<file path="config.mk">
export PLATFORM = sky130hd
export DESIGN_NAME = alu_flag_unit
export DESIGN_NICKNAME = d
export VERILOG_FILES = /design/src/rtl/alu_flag_unit_pkg.sv /design/src/rtl/alu_flag_unit_chk.sv /design/src/rtl/alu_flag_unit.sv
export SDC_FILE = /design/constraint.sdc
export NUM_CORES = 1
export LEC_CHECK = 0
export CORE_ASPECT_RATIO = 1.4
export CORE_MARGIN = 4
export CORE_UTILIZATION = 46
export DETAILED_ROUTE_END_ITERATION = 12
export PLACE_DENSITY = 0.83
export SYNTH_ARGS = -nofsm -noshare
export SYNTH_HDL_FRONTEND = slang
export SYNTH_SLANG_ARGS = --single-unit
</file>
<file path="constraint.sdc">
create_clock -name clk -period 5 [get_ports clk]
set_input_delay 1 -clock clk [delete_from_list [all_inputs] [get_ports clk]]
set_output_delay 1 -clock clk [all_outputs]
set_load 0.02 [all_outputs]
</file>
<file path="src/rtl/alu_flag_unit_pkg.sv">
// -----------------------------------------------------------------------------
// alu_flag_unit_pkg
// Shared ALU definitions: the operation encoding seen by the flag unit and the
// condition helper that turns raw sign/zero information into the branch /
// set-less-than result. Any later flag consumer should reuse cond_from_flags.
// -----------------------------------------------------------------------------
package alu_flag_unit_pkg;

    typedef enum logic [2:0] {
        ALU_ADD = 3'd0,
        ALU_SUB = 3'd1,
        ALU_EQ  = 3'd2,
        ALU_NE  = 3'd3,
        ALU_LT  = 3'd4,
        ALU_GE  = 3'd5,
        ALU_LTU = 3'd6,
        ALU_GEU = 3'd7
    } ALUOp_t;

    // n    : msb of the difference a - b
    // a, b : msbs of the two source operands
    // zacc : 1 when every result slice was zero
    // When the operand signs differ the subtraction can overflow, so the
    // ordering is decided by the operand msbs instead of the result sign.
    function automatic logic cond_from_flags(input ALUOp_t op,
                                             input logic   n,
                                             input logic   a,
                                             input logic   b,
                                             input logic   zacc);
        logic sign_diff;
        logic lt;
        logic ltu;
        logic c;
        sign_diff = a ^ b;
        lt        = sign_diff ? a : n;
        ltu       = sign_diff ? b : n;
        case (op)
            ALU_EQ:  c = zacc;
            ALU_NE:  c = ~zacc;
            ALU_LT:  c = lt;
            ALU_GE:  c = ~lt;
            ALU_LTU: c = ltu;
            ALU_GEU: c = ~ltu;
            default: c = 1'b0;
        endcase
        return c;
    endfunction

endpackage

</file>
<file path="src/rtl/alu_flag_unit_chk.sv">
// -----------------------------------------------------------------------------
// alu_flag_unit_chk
// Simulation-only protocol observer for alu_flag_unit. Reports a new start
// while a capture is still running, and an adder done strobe that disagrees
// with the slice counter. Both are recoverable (the unit ignores the stray
// start and trusts its own counter), so they are reported as warnings.
// Ports:
//   clk, rst  : clock and synchronous active-high reset of the observed unit
//   start     : raw start input
//   busy      : capture-in-progress state
//   add_done  : adder done strobe
//   active    : unit is capturing a slice this cycle
//   last      : this cycle carries the final slice according to the counter
// -----------------------------------------------------------------------------
module alu_flag_unit_chk (
    input logic clk,
    input logic rst,
    input logic start,
    input logic busy,
    input logic add_done,
    input logic active,
    input logic last
);

    // Sample the handshake once per cycle outside reset.
    always @(posedge clk) begin
        if (!rst) begin
            assert (!(start && busy))
                else $warning("alu_flag_unit: start while busy, ignored");
            assert (!active || (add_done == last))
                else $warning("alu_flag_unit: add_done disagrees with slice counter");
        end
    end

endmodule

</file>
<file path="src/rtl/alu_flag_unit.sv">
// -----------------------------------------------------------------------------
// alu_flag_unit
// Collects the slices produced by the multi-cycle sliced adder, assembles the
// full result, accumulates a zero flag and derives the comparison condition
// for the latched operation. Result, zero and cond are published together with
// a one-cycle result_valid pulse NCYC cycles after start.
// Ports:
//   clk          : clock
//   rst          : synchronous active-high reset
//   start        : start pulse shared with the adder; marks slice 0
//   op           : ALU operation, sampled on start
//   add_out      : adder output bus (one valid WADD-bit slice per cycle)
//   add_done     : adder done strobe (expected on the last slice)
//   src_a_msb    : msb of adder operand a
//   src_b_msb    : msb of adder operand b
//   result       : assembled result, held until the next result_valid
//   zero         : result == 0
//   cond         : condition for the latched op (0 for ADD/SUB)
//   result_valid : one-cycle pulse when result/zero/cond update
//   busy         : capture in progress
// -----------------------------------------------------------------------------
module alu_flag_unit
    import alu_flag_unit_pkg::*;
#(
    parameter int WIDTH = 32,
    parameter int WADD  = 16
) (
    input  logic             clk,
    input  logic             rst,
    input  logic             start,
    input  ALUOp_t           op,
    input  logic [WIDTH-1:0] add_out,
    input  logic             add_done,
    input  logic             src_a_msb,
    input  logic             src_b_msb,
    output logic [WIDTH-1:0] result,
    output logic             zero,
    output logic             cond,
    output logic             result_valid,
    output logic             busy
);

    localparam int NCYC = (WIDTH + WADD - 1) / WADD;
    localparam int WCYC = (NCYC > 1) ? $clog2(NCYC) : 1;
    // The bus is viewed as NCYC full slices; a short top slice is zero-padded.
    localparam int WEXT = NCYC * WADD;
    localparam logic [WCYC-1:0] LAST_IDX = WCYC'(NCYC - 1);

    // Registered state
    logic [WCYC-1:0]  cnt_q,    cnt_d;
    logic             busy_q,   busy_d;
    ALUOp_t           op_q,     op_d;
    logic [WEXT-1:0]  acc_q,    acc_d;
    logic             zacc_q,   zacc_d;
    logic [WIDTH-1:0] result_q, result_d;
    logic             zero_q,   zero_d;
    logic             cond_q,   cond_d;
    logic             valid_q,  valid_d;

    // Per-cycle decode
    logic             start_eff_s;
    logic             active_s;
    logic             last_s;
    logic [WCYC-1:0]  idx_s;
    ALUOp_t           op_cur_s;
    logic [WEXT-1:0]  add_ext_s;
    logic [WEXT-1:0]  acc_next_s;
    logic [WADD-1:0]  slice_s;
    logic             zacc_next_s;

    // Decode the active slice and merge it into the partial result.
    always_comb begin
        // A start during a capture is a protocol violation and is dropped.
        start_eff_s = start & ~busy_q;
        active_s    = start_eff_s | busy_q;
        idx_s       = busy_q ? cnt_q : {WCYC{1'b0}};
        op_cur_s    = busy_q ? op_q : op;
        last_s      = active_s & (idx_s == LAST_IDX);
        add_ext_s   = WEXT'(add_out);
        acc_next_s  = acc_q;
        slice_s     = {WADD{1'b0}};
        for (int s = 0; s < NCYC; s++) begin
            acc_next_s[s*WADD +: WADD] = (idx_s == WCYC'(s)) ? add_ext_s[s*WADD +: WADD]
                                                             : acc_q[s*WADD +: WADD];
            slice_s = slice_s | (add_ext_s[s*WADD +: WADD] & {WADD{idx_s == WCYC'(s)}});
        end
        // The zero accumulator restarts on the start cycle.
        zacc_next_s = (busy_q ? zacc_q : 1'b1) & (slice_s == {WADD{1'b0}});
    end

    // Next-state for counter, capture buffer and published outputs.
    always_comb begin
        cnt_d    = cnt_q;
        busy_d   = busy_q;
        acc_d    = acc_q;
        zacc_d   = zacc_q;
        result_d = result_q;
        zero_d   = zero_q;
        cond_d   = cond_q;
        valid_d  = 1'b0;
        if (last_s) begin
            cnt_d    = {WCYC{1'b0}};
            busy_d   = 1'b0;
            acc_d    = acc_next_s;
            zacc_d   = zacc_next_s;
            result_d = acc_next_s[WIDTH-1:0];
            zero_d   = zacc_next_s;
            // add_out's msb is valid here: the top slice is on the bus.
            cond_d   = cond_from_flags(op_cur_s, add_out[WIDTH-1],
                                       src_a_msb, src_b_msb, zacc_next_s);
            valid_d  = 1'b1;
        end else if (active_s) begin
            cnt_d  = idx_s + WCYC'(1);
            busy_d = 1'b1;
            acc_d  = acc_next_s;
            zacc_d = zacc_next_s;
        end else begin
            valid_d = 1'b0;
        end
        if (start_eff_s) begin
            op_d = op;
        end else begin
            op_d = op_q;
        end
    end

    // State registers with synchronous reset.
    always_ff @(posedge clk) begin
        if (rst) begin
            cnt_q    <= {WCYC{1'b0}};
            busy_q   <= 1'b0;
            op_q     <= ALU_ADD;
            acc_q    <= {WEXT{1'b0}};
            zacc_q   <= 1'b1;
            result_q <= {WIDTH{1'b0}};
            zero_q   <= 1'b1;
            cond_q   <= 1'b0;
            valid_q  <= 1'b0;
        end else begin
            cnt_q    <= cnt_d;
            busy_q   <= busy_d;
            op_q     <= op_d;
            acc_q    <= acc_d;
            zacc_q   <= zacc_d;
            result_q <= result_d;
            zero_q   <= zero_d;
            cond_q   <= cond_d;
            valid_q  <= valid_d;
        end
    end

    assign result       = result_q;
    assign zero         = zero_q;
    assign cond         = cond_q;
    assign result_valid = valid_q;
    assign busy         = busy_q;

    alu_flag_unit_chk u_chk (
        .clk      (clk),
        .rst      (rst),
        .start    (start),
        .busy     (busy_q),
        .add_done (add_done),
        .active   (active_s),
        .last     (last_s)
    );

endmodule

</file>
After elaboration in Yosys (flattened, before gate mapping). Cells that the tools add are included.

Output and inout port bits: 36. Bits of input ports: 41. Register bits: 73. Word-level logic and storage cells: 45.

Multiplexer cells: 13. Equality and inequality tests: 6. Reduce and logical (&&, ||, !) cells: 3. Add/subtract/negate cells: 1. Bitwise operators: 13.

Operators by type and width (number): two-way mux 32 bit (2); bitwise AND 16 bit (2); two-way mux 16 bit (2); zero test 16 bit (1); bitwise OR 16 bit (1); equality test 3 bit, second input constant (4); two-way mux 1 bit (7); equality test 3 x 2 -> 1 bit, second input constant (2); one-hot mux 1 bit (6 select lines) (1); NOT 1 bit (5); bitwise AND 1 bit (3); two-way mux 3 bit (1); nonzero test 2 bit (1); OR reduction 2 bit (1); adder 1 bit, second input constant (1); bitwise OR 1 bit (1); bitwise XOR 1 bit (1).

Depth between registers and ports, before layout. Gate-level depths: netlist (run 1).

Word-level depth: 8. Mapped depth: 7. Gate-level depth less buffers: 5.

Worst setup path before layout (run 1). No wires, ideal clock.

Path kind: input-to-reg. Start: input port add_out[21]. End: register cond_q (netlist: cond). Cell stages on the path: 5. Data required time: 4878 ps. Setup slack: 2549 ps. Setup time: 122 ps. Arrival: 2329 ps. Cells stage by stage: or4_4 nor4b_4 a2bb2oi_2 xnor2_1 a221o_1.

Cells in the longest elaborated chain, start to end: 6.

Ends and longest elaborated chain: start: declaration (line alu_flag_unit.sv:32) `input logic [WIDTH-1:0] add_out,`; bitwise AND 16 bit (*) (line alu_flag_unit.sv:85) `slice_s = slice_s | (add_ext_s[s*WADD +: WADD] & {WADD{idx_s == WCYC'(s)}});`; bitwise OR 16 bit (*) (line alu_flag_unit.sv:85); zero test 16 bit (*) (line alu_flag_unit.sv:88) `zacc_next_s = (busy_q ? zacc_q : 1'b1) & (slice_s == {WADD{1'b0}});`; bitwise AND 1 bit (*) (line alu_flag_unit.sv:88); NOT 1 bit (line alu_flag_unit_pkg.sv:39) `ALU_NE: c = ~zacc;`; one-hot mux 1 bit (6 select lines) (*) (line alu_flag_unit_pkg.sv:37) `case (op)`; end signal: assignment (line alu_flag_unit.sv:147) `cond_q <= cond_d;`; end: declaration (line alu_flag_unit.sv:57) `logic cond_q, cond_d;`.

Every way passes the cells marked *; elsewhere a longest branch is shown, timed or not. A chain may end at the register's enable or synchronous reset.

==> results.sh, run 1 <==
export IMPL_grt_max_degree=28
export IMPL_arrival_ps=3190
export IMPL_first_global_vias=1744
export IMPL_rr_worst_depth=5
export IMPL_critical_path_class="primary input to register"
export IMPL_synth_top_family_by_area="compound AO/OA/AOI/OAI gates"
export IMPL_antenna_found_initial=0
export IMPL_synth_area_top_cells="dfxtp_1, a22o_1, nand2_1, a21oi_1, mux2i_1"
export IMPL_path_max_fanout=25
export IMPL_finClkSkew_ps=7.25
export IMPL_min_delay_path_depth=2
export IMPL_max_slew_worst_pin_slew_ps=913
export IMPL_muxShareOfSynthArea=0.0301
export IMPL_cts_hold_buffers=0
export IMPL_hold_viol=0
export IMPL_slew_headroom=0.390
export IMPL_yosys_area_top_type_share=0.560
export IMPL_core_area_mm2=0.00424
export IMPL_root_buffer="clkbuf_8"
export IMPL_io_buffers=75
export IMPL_p_leak_uw=0.00117
export IMPL_yosys_most_used_dff="dfxtp_1"
export IMPL_finalCritPeriodShare=0.585
export IMPL_cts_resized=0
export IMPL_status="finished clean"
export IMPL_slew_viol_final=0
export IMPL_post_drt_wl_per_cell_um=14.6
export IMPL_dp_slack_ps=1740
export IMPL_cts_clk_slew_worst_paths_ps=60
export IMPL_fin_util=0.718
export IMPL_post_cts_buffers=0
export IMPL_vias=1764
export IMPL_min_path_type="register to register"
export IMPL_start_util=0.481
export IMPL_r2r_start="busy"
export IMPL_syn_area_mm2=0.00204
export IMPL_syn_num_nets=243
export IMPL_dieHeight_um=86.8
export IMPL_ys_seq_area_frac=0.560
export IMPL_synth_top_cell_by_area="dfxtp_1"
export IMPL_synth_compound_area_frac=0.218
export IMPL_maxCapViolations=0
export IMPL_cts_made_buffers=9
export IMPL_required_ps=5270
export IMPL_area_growth_pct=49.2
export IMPL_drc=0
export IMPL_power_per_cell_area_mw_per_mm2=352
export IMPL_ys_seq_elements=57
export IMPL_synth_edf_count=0
export IMPL_syn_area_per_cell_um2=10.1
export IMPL_worstSetupEndpointType="register"
export IMPL_yosysMostFrequentCell="dfxtp_1"
export IMPL_die_area_mm2=0.00557
export IMPL_multiInputGateArea_um2=833
export IMPL_cts_tree="built"
export IMPL_yosys_area_share_simple=0.149
export IMPL_cts_max_level=3
export IMPL_grt_pass1_wl_mm=8.03
export IMPL_yosys_warnings=0
export IMPL_cts_buffer_depth=2
export IMPL_rsz0062_at_grt="no"
export IMPL_drt_total_wl_mm=4.97
export IMPL_finalCriticalPeriod_ps=2920
export IMPL_die_w_um=64.3
export IMPL_grt_use_total=0.188
export IMPL_firstDrtPassIters=4
export IMPL_synthXorXnorAreaFrac=0.00430
export IMPL_synthArstFlopShare=0
export IMPL_num_rows=28
export IMPL_num_io_pins=77
export IMPL_vias_per_cell=5.17
export IMPL_fillers=321
export IMPL_setup_tns_ps=0
export IMPL_final_layout_size_suffix_gt1_frac=0.0854
export IMPL_cts_sinks=57
export IMPL_diodes=0
export IMPL_ir_worst_vdd_uv=212
export IMPL_fmax_mhz=342
export IMPL_drt_iter0_markers=68
export IMPL_postSynthCellCount=202
export IMPL_overflow=0
export IMPL_dp_hpwl_mm=3.56
export IMPL_seqCellArea_mm2=0.00114
export IMPL_postRouteAntennaNets=0
export IMPL_hp_start="acc_q[2]"
export IMPL_worstSetupStartpoint="rst"
export IMPL_layout_nets=317
export IMPL_yosys_area_share_adder=0.00491
export IMPL_setup_viol=0
export IMPL_worstSkewPairLatency_ps=330
export IMPL_worst_slack_ps=2080
export IMPL_synthDistinctLibCells=31
export IMPL_synth_commonest_cells="dfxtp_1, nand2_1, a22o_1, a21oi_1, clkbuf_1"
export IMPL_gp_congestion=0.749
export IMPL_startpoint_type="primary input"
[worst max-delay path: stages]
cell	delay, ps
clkdlybuf4s50_1	870
a21oi_2	710
buf_4	390
a221o_1	200
[routing by layer]
metal	share of wire	track usage	vias up	wire length, µm
li1	-	-	876	-
met1	0.41	0.213	820	2040
met2	0.51	0.315	56	2530
met3	0.060	0.0726	12	298
met4	0.020	0.0808	0	99
met5	0	0	-	0
[stage by stage]
step	instances	hold WS (ps)	area, µm²	power (µW)
after floorplan	202	432	2040	571
after global placement	325	436	2830	638
after detailed placement	325	446	2830	642
after CTS	341	456	3040	1080
after global routing	341	478	3040	1110
final	341	455	3040	1070
[kinds of logic (layout without fill, tap and decap cells)]
kind of cell / Yosys count / in the layout
buffers and inverters: 18 / 97
adders and majority gates: 1 / 1
and+or+nand+nor: 60 / 60
xor gates and xnor gates: 1 / 1
DFF: 57 / 57
muxes: 6 / 6
AOI/OAI and AO/OA: 59 / 59
[placed cells by master, fill, tap and decap left out, drive strengths merged, types with 2 or more instances in the layout]
master / n
clkdlybuf4s50: 75
dfxtp: 57
nand2: 34
a22o: 32
a21oi: 21
clkbuf: 14
nor2: 8
mux2i: 5
nor4: 5
inv: 3
nor3: 3
buf: 3
a21o: 2
or4: 2
nor4b: 2
[power by group]
part / total [µW] / internal [µW] / switching [µW] / leakage, µW
registers: 495 / 478 / 17.0 / 0.000465
logic: 137 / 70.3 / 66.6 / 0.000602
clock network: 438 / 270 / 167 / 0.000107
[final timing paths]
kind	slack, ps	endpoint
max reg2reg	3190	cond
min reg2reg	460	acc_q[2]
max	2080	cond
min	460	acc_q[2]
[flip-flops by register name, indices dropped and copies added (netlist names)]
name,cells
result_valid,1
cond,1
cnt_q,1
busy,1
acc_q,16
zero,1
op_q,3
result,32
zacc_q,1
[area by class of cell]
cell class | count | share of cell area
Sequential cell | 57 | 0.375
Clock inverter | 2 | 0.0115
Clock buffer | 14 | 0.0568
Timing Repair Buffer | 78 | 0.254
Multi-Input combinational cell | 127 | 0.274
Tap cell | 60 | 0.0247
Inverter | 3 | 0.00370
Power figures use the tool's default switching activity.
==> run 2: changes to the inputs <==
Settings changed: CORE_UTILIZATION 46 to 38, PLACE_DENSITY 0.83 to 0.73.
Clock period 5 ns to 2.4 ns, I/O delays scaled along.
==> run 2 against run 1 <==
Net effect:
- critical path depth grew 2
- final area rose by 0.37%
- worst setup slack got worse by 1800 ps
- total power is 96% higher
- wire length is 4.3% higher
- sequential power increased by 110%
- die area is 19% higher
- via count decreased by 1.2%
- count of clock-buffer cells in the layout is 1 lower
- critical endpoint unchanged
==> results.sh, run 2 (synthesis results as in run 1) <==
export IMPL_status="finished clean"
export IMPL_p_switching_uw=523
export IMPL_area_growth_pct=49.8
export IMPL_grt_pass1_wl_mm=8.40
export IMPL_start_util=0.392
export IMPL_io_buffers=75
export IMPL_worstSetupEndpointType="register"
export IMPL_p_total_uw=2100
export IMPL_first_global_vias=1745
export IMPL_path_max_fanout=2
export IMPL_stdcell_area_mm2=0.00305
export IMPL_fmax_mhz=477
export IMPL_vias_per_cell=4.95
export IMPL_seqPwrFrac=0.490
export IMPL_final_layout_size_suffix_gt1_frac=0.101
export IMPL_final_common_cell="clkdlybuf4s50_1"
export IMPL_critical_path_class="primary input to register"
export IMPL_worstSkewPairLatency_ps=330
export IMPL_min_path_type="register to register"
export IMPL_cts_clk_slew_worst_paths_ps=60
export IMPL_grt_use_total=0.165
export IMPL_cts_tree="built"
export IMPL_largest_reg_flops=32
export IMPL_cts_max_level=3
export IMPL_required_ps=2610
export IMPL_cts_sinks=57
export IMPL_p_int_uw=1570
export IMPL_drt_total_wl_mm=5.18
export IMPL_finalCriticalPeriod_ps=2100
export IMPL_num_io_pins=77
export IMPL_post_drt_wl_per_cell_um=14.7
export IMPL_slew_headroom=0.254
export IMPL_hold_viol=0
export IMPL_drt_iter0_markers=78
export IMPL_post_cts_buffers=0
export IMPL_diodes=0
export IMPL_final_cell_mix="clkdlybuf4s50_1, dfxtp_1, nand2_1"
export IMPL_cts_hold_buffers=0
export IMPL_root_buffer="clkbuf_8"
export IMPL_vias=1743
export IMPL_p_leak_uw=0.00119
export IMPL_finClkSkew_ps=4.58
export IMPL_r2r_start="cnt_q"
export IMPL_die_area_mm2=0.00662
export IMPL_arrival_ps=2310
export IMPL_seqCellArea_mm2=0.00114
export IMPL_setup_viol=0
export IMPL_combinationalPowerShare=0.142
export IMPL_postRouteAntennaNets=0
export IMPL_num_rows=31
export IMPL_overflow=0
export IMPL_fin_util=0.587
export IMPL_power_per_cell_area_mw_per_mm2=687
export IMPL_clockPowerShare=0.369
export IMPL_ir_worst_vdd_uv=354
export IMPL_gp_congestion=0.789
export IMPL_min_delay_path_depth=2
export IMPL_drc=0
export IMPL_placed_area_mm2=0.00288
export IMPL_max_slew_worst_pin_slew_ps=1120
export IMPL_dieHeight_um=94.7
export IMPL_antenna_found_initial=0
export IMPL_cts_made_buffers=9
export IMPL_cts_resized=0
export IMPL_rr_worst_depth=4
export IMPL_hp_start="acc_q[14]"
export IMPL_firstDrtPassIters=4
export IMPL_multiInputGateArea_um2=833
export IMPL_reg2reg_to="result[10]"
export IMPL_slew_viol_final=0
export IMPL_fillers=461
export IMPL_die_w_um=69.9
export IMPL_core_area_mm2=0.00520
export IMPL_finalCritPeriodShare=0.874
export IMPL_layout_nets=322
export IMPL_netSwitchingFraction=0.249
export IMPL_dp_hpwl_mm=3.83
export IMPL_rsz0062_at_grt="no"
export IMPL_maxCapViolations=0
export IMPL_cts_buffer_depth=2
export IMPL_hold_end="acc_q[14]"
export IMPL_grt_max_degree=27
export IMPL_reg2reg_slack_ps=440
export IMPL_startpoint_type="primary input"
==> run 2: cell types whose count changed in the layout (fill, tap and decap cells not counted), sizes merged <==
cell | before | now
clkbuf | 14 | 13
buf | 3 | 8
clkinv | 1 | 3
bufinv | 1 | 0
==> run 2: metrics by stage <==
| step | TNS, ps | cells | hold slack, ps | setup WS (ps) |
|---|---|---|---|---|
| floorplan | 0 | 202 | 432 | 469 |
| global placement | -2.12 | 336 | 436 | -2.12 |
| detailed placement | -39.5 | 336 | 443 | -39.5 |
| CTS | 0 | 352 | 452 | 311 |
| global route | 0 | 352 | 480 | 229 |
| finish | 0 | 352 | 451 | 303 |
==> run 2: worst max-delay path, stage by stage <==
cell             delay (ps)
clkdlybuf4s50_1         420
or4_4                   560
nor4b_4                 240
a2bb2oi_2               200
xnor2_1                  90
a221o_1                 310
==> run 2: layout make-up <==
class                           count  share of cell area
Clock buffer                       13              0.0520
Clock inverter                      3             0.00492
Inverter                            3             0.00369
Multi-Input combinational cell    127               0.273
Sequential cell                    57               0.374
Tap cell                           66              0.0270
Timing Repair Buffer               83               0.266
==> run 2: power groups by stage <==
stage               registers [µW]  clock network (µW)  logic (µW)
finish                        1030                 774         297
global route                  1030                 834         323
CTS                           1030                 792         300
detailed placement            1050                   0         298
global placement              1040                   0         295
floorplan                     1070                   0         124
==> run 2: worst max-delay path by stage <==
stage / start / to
4_1_cts: add_out[21] / cond
3_3_place_gp: add_out[21] / cond
6_report: add_out[21] / cond
2_1_floorplan: add_out[21] / cond
5_1_grt: add_out[21] / cond
3_5_place_dp: add_out[21] / cond
==> run 2: per-layer routing <==
metal  share of wire  track usage
met2            0.52        0.291
met1            0.41        0.171
met4           0.020       0.0863
met5               0            0
met3           0.053       0.0586
==> run 3: changes to the inputs <==
Settings changed: MAX_ROUTING_LAYER set to met4, SLEW_MARGIN set to 20.
==> run 3 against run 2 <==
Net effect:
- via count increased by 0.75%
- sequential share of layout area down 0.061 points
- critical path depth unchanged
- register-to-register slack gained 290 ps
- non-clock buffer count stayed put
- cell count unchanged
- hold slack about the same
- count of clock-buffer cells in the layout unchanged
- utilization increased by 0.096 points
- global-route usage up 0.50 points
- critical path type unchanged
==> results.sh, run 3 (synthesis results as in run 1) <==
export IMPL_cp_cell_sequence="clkdlybuf4s50_1 -> or4_4 -> nor4b_4 -> a2bb2oi_2 -> xnor2_1 -> a221o_1"
export IMPL_seqPwrFrac=0.488
export IMPL_startpoint_type="primary input"
export IMPL_antenna_found_initial=0
export IMPL_die_w_um=69.9
export IMPL_grt_max_degree=27
export IMPL_overflow=0
export IMPL_p_leak_uw=0.00119
export IMPL_status="finished clean"
export IMPL_die_area_mm2=0.00662
export IMPL_maxCapViolations=0
export IMPL_final_cell_mix="clkdlybuf4s50_1, dfxtp_1, nand2_1"
export IMPL_path_max_fanout=2
export IMPL_cts_clk_slew_worst_paths_ps=60
export IMPL_vias_per_cell=4.99
export IMPL_stdcell_area_mm2=0.00306
export IMPL_reg2reg_slack_ps=730
export IMPL_largest_reg_flops=32
export IMPL_post_cts_buffers=0
export IMPL_netSwitchingFraction=0.251
export IMPL_worstSetupEndpointType="register"
export IMPL_arrival_ps=2310
export IMPL_holdWs_ps=451
export IMPL_final_common_cell="clkdlybuf4s50_1"
export IMPL_grt_pass1_wl_mm=8.42
export IMPL_min_delay_path_depth=2
export IMPL_cts_tree="built"
export IMPL_fmax_mhz=478
export IMPL_required_ps=2620
export IMPL_finalCriticalPeriod_ps=2090
export IMPL_grt_use_total=0.170
export IMPL_finalCritPeriodShare=0.871
export IMPL_min_path_type="register to register"
export IMPL_dp_hpwl_mm=3.83
export IMPL_hp_start="acc_q[14]"
export IMPL_gp_congestion=0.800
export IMPL_firstDrtPassIters=4
export IMPL_setup_viol=0
export IMPL_post_drt_wl_per_cell_um=14.9
export IMPL_cts_buffer_depth=2
export IMPL_combinationalPowerShare=0.142
export IMPL_rsz0062_at_grt="no"
export IMPL_ir_worst_vdd_uv=357
export IMPL_hold_viol=0
export IMPL_max_stage_delay_ps=560
export IMPL_r2r_start="busy"
export IMPL_worstSkewPairLatency_ps=330
export IMPL_finClkSkew_ps=3.27
export IMPL_slew_viol_final=0
export IMPL_layout_nets=322
export IMPL_p_switching_uw=529
export IMPL_cts_max_level=3
export IMPL_start_util=0.392
export IMPL_postRouteAntennaNets=0
export IMPL_cts_hold_buffers=0
export IMPL_placed_area_mm2=0.00288
export IMPL_clockPowerShare=0.370
export IMPL_power_per_cell_area_mw_per_mm2=688
export IMPL_core_area_mm2=0.00520
export IMPL_rr_worst_depth=6
export IMPL_dieHeight_um=94.7
export IMPL_slew_headroom=0.578
export IMPL_drt_iter0_markers=56
export IMPL_io_buffers=75
export IMPL_num_rows=31
export IMPL_first_global_vias=1744
export IMPL_reg2reg_to="cond"
export IMPL_p_int_uw=1580
export IMPL_cts_resized=0
export IMPL_root_buffer="clkbuf_8"
export IMPL_vias=1756
export IMPL_crit_slowest_cell="or4_4"
export IMPL_num_io_pins=77
export IMPL_p_total_uw=2100
export IMPL_hold_end="acc_q[14]"
export IMPL_max_slew_worst_pin_slew_ps=631
export IMPL_area_growth_pct=50.0
export IMPL_cts_made_buffers=9
export IMPL_final_layout_size_suffix_gt1_frac=0.101
export IMPL_cts_sinks=57
export IMPL_drc=0
export IMPL_drt_total_wl_mm=5.25
export IMPL_diodes=0
export IMPL_critical_path_class="primary input to register"
==> run 3: cell counts in the layout (fill, tap and decap cells not counted) <==
No cell type changed its count.
==> run 3: layout make-up <==
type                    count  area [µm²]
fillers                   458        2140
flip-flops and latches     57        1140
multi-input cells         127         838
repair buffers             83         811
clock buffers              13         159
well taps                  66        82.6
clock inverters             3        15.0
inverters                   3        11.3
==> run 3: how the worst max path moves through the flow <==
stage            to  slack (ps)  cells past startpoint         from
2_1_floorplan  cond         470                      5  add_out[21]
3_3_place_gp   cond          -2                      6  add_out[21]
3_5_place_dp   cond         -40                      6  add_out[21]
4_1_cts        cond         310                      6  add_out[21]
5_1_grt        cond         230                      6  add_out[21]
6_report       cond         310                      6  add_out[21]
==> run 3: power by group through the flow <==
stage                     clock network (µW)  logic [µW]  registers [µW]
after detailed placement                   0         298            1050
final                                    779         298            1030
after global routing                     836         324            1030
after global placement                     0         295            1040
after floorplan                            0         124            1070
after CTS                                792         300            1030
==> run 3: critical path, delay by kind of cell <==
kind / cells / cell delay (ps)
xor gates and xnor gates: 1 / 90
buffers and inverters: 1 / 420
AOI/OAI and AO/OA: 2 / 510
and+or+nand+nor: 2 / 800
==> run 3: layer usage <==
layer / part of all wire / GRT usage / wire (µm) / vias up
li1: - / - / - / 887
met5: 0 / - / 0 / -
met1: 0.40 / 0.175 / 2100 / 806
met4: 0.016 / 0.0863 / 82 / 0
met3: 0.055 / 0.0554 / 290 / 7
met2: 0.53 / 0.290 / 2770 / 56
==> run 3: per-stage QoR <==
stage,worst slack [ps],util,cells,TNS (ps)
after global placement,-2.12,0.554,336,-2.12
after global routing,231,0.588,352,0
final,309,0.588,352,0
after CTS,311,0.587,352,0
after detailed placement,-39.5,0.554,336,-39.5
after floorplan,469,-,202,0
